--- src/rtl/pipe_trace_buffer.sv ---
// pipe_trace_buffer: pipeline trace capture unit.
// Captures one snapshot of every traced pipeline channel per enabled cycle
// into a circular buffer, freezes a programmable number of samples after a
// trigger, then replays the captured window oldest-first over a show-ahead
// read handshake. Each entry is {timestamp, stage_valid, stage_data}.

module pipe_trace_buffer #(
    parameter  int NUM_STAGES = 5,
    parameter  int STAGE_W    = 16,
    parameter  int DEPTH      = 32,   // power of two, >= 4
    parameter  int TS_W       = 16,
    localparam int AW         = $clog2(DEPTH),
    localparam int ENTRY_W    = TS_W + NUM_STAGES + NUM_STAGES*STAGE_W
) (
    input  logic                          clk,
    input  logic                          reset,       // asynchronous, active-low
    input  logic                          ce,
    input  logic                          arm,
    input  logic                          trig,
    input  logic [AW-1:0]                 post_cnt,
    input  logic [NUM_STAGES-1:0]         stage_valid,
    input  logic [NUM_STAGES*STAGE_W-1:0] stage_data,
    input  logic                          rd_en,
    output logic                          rd_valid,
    output logic [ENTRY_W-1:0]            rd_data,
    output logic [AW:0]                   count,
    output logic [AW:0]                   trig_ofs,
    output logic [1:0]                    state
);

    typedef enum logic [1:0] {
        S_IDLE      = 2'b00,
        S_ARMED     = 2'b01,
        S_TRIGGERED = 2'b10,
        S_DONE      = 2'b11
    } state_t;

    localparam logic [AW:0] DEPTH_C    = (AW+1)'(DEPTH);
    localparam logic [AW:0] DEPTH_M1_C = (AW+1)'(DEPTH - 1);

    state_t               state_q;
    logic [TS_W-1:0]      ts_q;
    logic [AW-1:0]        wptr_q;
    logic [AW-1:0]        rptr_q;
    logic [AW:0]          count_q;
    logic [AW:0]          trig_ofs_q;
    logic [AW-1:0]        remaining_q;
    logic [ENTRY_W-1:0]   mem [DEPTH];

    logic                 capture;   // a sample is written this cycle
    logic                 fire;      // the trigger sample is written this cycle
    logic                 pop;       // one entry is consumed by the reader
    logic                 full;
    logic [AW:0]          trig_ofs_dec;
    logic [ENTRY_W-1:0]   wr_entry;

    assign wr_entry = {ts_q, stage_valid, stage_data};

    // Decode of the per-cycle actions; arm overrides capture, trigger and pop.
    always_comb begin
        // NOTE: every signal driven here gets a value before any branch, so no latch is inferred.
        capture      = 1'b0;
        fire         = 1'b0;
        pop          = 1'b0;
        full         = (count_q == DEPTH_C);
        trig_ofs_dec = (trig_ofs_q == '0) ? '0 : trig_ofs_q - 1'b1;
        if (!arm) begin
            capture = ce && ((state_q == S_ARMED) || (state_q == S_TRIGGERED));
            fire    = capture && trig && (state_q == S_ARMED);
            pop     = rd_en && (state_q == S_DONE) && (count_q != '0);
        end
    end

    // Free-running timestamp, advanced on every enabled cycle in any state.
    always_ff @(posedge clk or negedge reset) begin
        // NOTE: sequential state is always assigned with <= so every flop samples pre-edge values.
        if (!reset) begin
            ts_q <= '0;
        end else if (ce) begin
            ts_q <= ts_q + 1'b1;
        end
    end

    // Trace storage write port.
    always_ff @(posedge clk) begin
        // NOTE: the array has no reset; its contents are only visible through count/rptr, which are reset.
        if (capture) begin
            mem[wptr_q] <= wr_entry;
        end
    end

    // Write/read pointers and occupancy; a full buffer drops its oldest entry.
    always_ff @(posedge clk or negedge reset) begin
        if (!reset) begin
            wptr_q  <= '0;
            rptr_q  <= '0;
            count_q <= '0;
        end else if (arm) begin
            wptr_q  <= '0;
            rptr_q  <= '0;
            count_q <= '0;
        end else if (capture) begin
            wptr_q <= wptr_q + 1'b1;
            if (full) begin
                rptr_q <= rptr_q + 1'b1;
            end else begin
                count_q <= count_q + 1'b1;
            end
        end else if (pop) begin
            rptr_q  <= rptr_q + 1'b1;
            count_q <= count_q - 1'b1;
        end
    end

    // Capture FSM with post-trigger countdown and trigger-offset tracking.
    always_ff @(posedge clk or negedge reset) begin
        if (!reset) begin
            state_q     <= S_IDLE;
            remaining_q <= '0;
            trig_ofs_q  <= '0;
        end else if (arm) begin
            state_q     <= S_ARMED;
            remaining_q <= '0;
            trig_ofs_q  <= '0;
        end else begin
            case (state_q)
                S_IDLE: begin
                end
                S_ARMED: begin
                    if (fire) begin
                        // The trigger sample lands after the current entries, or at
                        // the newest slot once the oldest one is dropped.
                        trig_ofs_q  <= full ? DEPTH_M1_C : count_q;
                        remaining_q <= post_cnt;
                        state_q     <= (post_cnt == '0) ? S_DONE : S_TRIGGERED;
                    end
                end
                S_TRIGGERED: begin
                    if (capture) begin
                        remaining_q <= remaining_q - 1'b1;
                        if (full) begin
                            trig_ofs_q <= trig_ofs_dec;
                        end
                        if (remaining_q == AW'(1)) begin
                            state_q <= S_DONE;
                        end
                    end
                end
                S_DONE: begin
                    if (pop) begin
                        trig_ofs_q <= trig_ofs_dec;
                        if (count_q == (AW+1)'(1)) begin
                            state_q <= S_IDLE;
                        end
                    end
                end
                default: begin
                    state_q <= S_IDLE;
                end
            endcase
        end
    end

    // Show-ahead read port: oldest entry is presented only while frozen and non-empty.
    always_comb begin
        rd_valid = (state_q == S_DONE) && (count_q != '0);
        rd_data  = rd_valid ? mem[rptr_q] : '0;
    end

    assign count    = count_q;
    assign trig_ofs = trig_ofs_q;
    assign state    = state_q;

endmodule

--- config.mk ---
export PLATFORM = sky130hd
export DESIGN_NAME = pipe_trace_buffer
export DESIGN_NICKNAME = d
export VERILOG_FILES = /design/src/rtl/pipe_trace_buffer.sv
export SDC_FILE = /design/constraint.sdc
export NUM_CORES = 2
export LEC_CHECK = 0
export CAP_MARGIN = 20
export CORE_AREA = 2 2 710 712
export DETAILED_ROUTE_END_ITERATION = 16
export DIE_AREA = 0 0 712 714
export GPL_ROUTABILITY_DRIVEN = 0
export PLACE_DENSITY_LB_ADDON = 0.2
export REMOVE_ABC_BUFFERS = 1
export SKIP_LAST_GASP = 1
export SYNTH_ARGS = -nofsm -noshare
export SYNTH_HDL_FRONTEND = slang
export SYNTH_SLANG_ARGS = --single-unit
--- constraint.sdc ---
create_clock -name clk -period 11.9 [get_ports clk]
set_clock_uncertainty 0.15 [all_clocks]
set_input_delay 1.19 -clock clk [delete_from_list [all_inputs] [get_ports clk]]
set_output_delay 1.19 -clock clk [all_outputs]
set_load 0.01 [all_outputs]
==> flow_summary_export.csv <==
group,metric,value,unit
sta,setup_viol,0,
sta,rsz0062_at_grt,"false",
clock_network,numCtsBuffers,364,
die,core_area,500000,sq um
global_route,grt_pass1_vias,64211,
layout,final_cell_mix,"edfxtp_1 (3232), mux4_2 (685), clkbuf_16 (387)",
drt,vias_per_cell,4.66,
critical_path,critPathLaunch,"rptr_q[1]",
drt,drc,0,
global_route,grt_pass1_wl,525,mm
layout,syn_to_final_growth,18.7,%
pwr,peakVddDrop,0.185,mV
die,ios,212,
clock_network,cts_tree,"built",
sta,period_minus_slack,7.75,ns
synth,ys.flop_type,"edfxtp_1",
critical_path,worstSetupStartpointType,"flop",
critical_path,r2r_cells,9,
pwr,powerDensity,200,nW/um^2
clock_network,cts_setup_buffers,0,
critical_path,rrSetupSlack,7.27,ns
synth,yosys.area.top_type,"edfxtp_1",
clock_network,clockRootBuffer,"clkbuf_16",
drt,ant_nets,0,
global_route,grt_start_max_net_pins,126,
pwr,p_leak,44.9,nW
place,dp_slack,5.02,ns
clock_network,htreeDepth,5,
global_route,antenna_found_initial,43,
layout,final_area,148000,sq um
critical_path,cp-end-kind,"output pin",
critical_path,cp.buffers_inverters,4,
place,placed_area,136000,sq um
pwr,p_clk_share,36.9,%
place,place.port_buffers,211,
die,die-area,508000,sq um
die,die_x,712,microns
layout,fin_nets,6158,
sta,hold_viol_final,0,
critical_path,worst-path-stages,8,
drt,drtPass1Iterations,5,
drt,dr.first_iter.drc_count,5431,
die,floorplan.initialDensity,25.0,%
synth,syn_area_per_cell,22.4,sq um
synth,ys_ff_latch,3277,
layout,drive_above_1_share,22.9,%
sta,report.final.slew_viol_count,0,
die,num_rows,260,
pwr,power.switching,0.00783,W
clock_network,ctsResizeCount,0,
flow_run,maxCapViolations,0,
critical_path,critPathArrivalTime,6.41,ns
pwr,pwr-share-comb,18.9,%
layout,instances_no_fill,13033,
drt,vias,60682,
critical_path,timing.rr.end,"mem[31][65]",
synth,synth.distinct_cells,65,
critical_path,slowest_stage,"dfrtp_4",
clock_network,cts_max_path_buffers,4,
sta,tightest_slew,1.19,ns
critical_path,crit_family,"buffers and inverters",
drt,wl,380,mm
sta,timing.fmax,129,MHz
pwr,pwr-share-seq,44.2,%
pwr,internal_power,0.0219,W
synth,ys_seq_area_share,78.6,%
die,die_h,714,microns
pwr,p_sw_share,26.4,%
place,detailed_place_hpwl,185,mm
critical_path,critPathCapture,"rd_data[48]",
layout,layout_commonest_cell,"edfxtp_1",
critical_path,critPathKind,"flop to output pin",
sta,fin_crit_sh,65.1,%
place,dp_cells,12307,
global_route,grt-ovfl-total,0,
global_route,track_usage,14.6,%
synth,async_reset_ff_share,1.37,%
critical_path,critical-path-max-stage-delay,0.90,ns
sta,layout_setup_ws,4.15,ns
synth,syn_area,125000,sq um
critical_path,reg2reg_from,"state[0]",
critical_path,cp_cell_sequence,"buf_12 > buf_4 > buf_4 > mux4_2 > a22oi_1 > a21oi_1 > a21boi_1 > clkdlybuf4s50_1",
worst_hold_path,hold_path.class,"primary input to asynchronous set/reset pin",
clock_network,clk-insertion-delay-late,0.97,ns
sta,slew_headroom,21.0,%
clock_network,clkTransAtPathRegs,0.05,ns
sta,whs,0.234,ns
critical_path,cp_max_fo,110,
synth,netlist.area_leader.share,77.7,%
clock_network,cts.sinks,3277,
drt,wl_per_cell,29.2,microns
clock_network,cts.hold.buffers_added,0,
synth,synth_edf_count,3232,
run_status,status,"complete, no violations",
synth,postSynthCellCount,5584,
synth,yosys-top-cells-area,"edfxtp_1 (78%), mux4_2 (12%), mux2i_1 (2.0%), a22oi_1 (1.0%), dfrtp_1 (0.90%)",
synth,yosysWarningCount,0,
critical_path,crit_required,10.56,ns
critical_path,cp_common_cell,"buf_4",
==> cell usage after synthesis, types with 13 or more instances <==
cell type  count
a22o_1        25
ha_1          17
mux4_2       685
a21o_1        24
a22oi_1      172
buf_4         64
a211oi_1      72
a21oi_1      129
edfxtp_1    3232
a31oi_1       23
a2111oi_1     25
clkbuf_1     161
xnor2_1       13
o221ai_1      61
buf_2         64
o22ai_1       95
mux2i_1      246
buf_1         21
nor2_1        56
inv_1         13
nor3_1        26
buf_6         23
a21boi_1      37
dfrtp_1       45
nand2_1       59
or3_1         22
nor2b_1       37
a311oi_1      25
==> per-layer routing <==
layer	GRT usage (%)	share of wire [%]
met5	0	0.020
met4	3.10	2.1
met3	2.48	5.0
met2	24.3	48
met1	19.9	45
==> power by group through the flow <==
stage               registers [W]  clock network (W)  logic (W)
floorplan                  0.0138                  0    0.00607
global placement           0.0134                  0    0.00565
detailed placement         0.0134                  0    0.00567
CTS                        0.0132             0.0113    0.00570
global route               0.0131             0.0117    0.00607
finish                     0.0131             0.0110    0.00563
==> registers in the layout, indices dropped and copies added, names as in the netlist <==
signal       count
mem           3232
wptr_q           5
trig_ofs         6
ts_q            16
count            6
remaining_q      5
state            2
rptr_q           5
==> worst min-delay path by stage <==
stage / slack (ns) / end / start / depth (start not counted)
floorplan: 0.34 / remaining_q[3] / remaining_q[3] / 2
global placement: 0.36 / remaining_q[3] / remaining_q[3] / 2
detailed placement: 0.39 / remaining_q[4] / remaining_q[4] / 2
CTS: 0.18 / trig_ofs[1] / reset / 2
global route: 0.24 / trig_ofs[1] / reset / 2
finish: 0.23 / trig_ofs[1] / reset / 2
==> cell type report <==
| type | instances | area [sq um] |
|---|---|---|
| fill | 48735 | 352000 |
| sequential | 3277 | 98200 |
| multi-input combinational | 1958 | 25200 |
| clock buffer | 478 | 9790 |
| tap | 6681 | 8360 |
| timing repair buffer | 431 | 4990 |
| clock inverter | 182 | 1700 |
| inverter | 13 | 48.8 |
| antenna | 13 | 32.5 |
==> cell families after synthesis <==
logic type / share of synthesized area (%)
DFF: 78.6
xor gates and xnor gates: 0.175
AOI/OAI and AO/OA: 4.16
and+or+nand+nor: 1.04
muxes: 14.4
adders and majority gates: 0.170
buffers and inverters: 1.48
==> per-stage QoR <==
| step | TNS [ns] | utilization (%) | total power [W] |
|---|---|---|---|
| global route | 0 | 29.6 | 0.0309 |
| detailed placement | 0 | 27.1 | 0.0191 |
| CTS | 0 | 29.4 | 0.0301 |
| finish | 0 | 29.6 | 0.0297 |
| floorplan | -2657.63 | - | 0.0199 |
| global placement | 0 | 27.1 | 0.0190 |
Power figures use the tool's default switching activity.
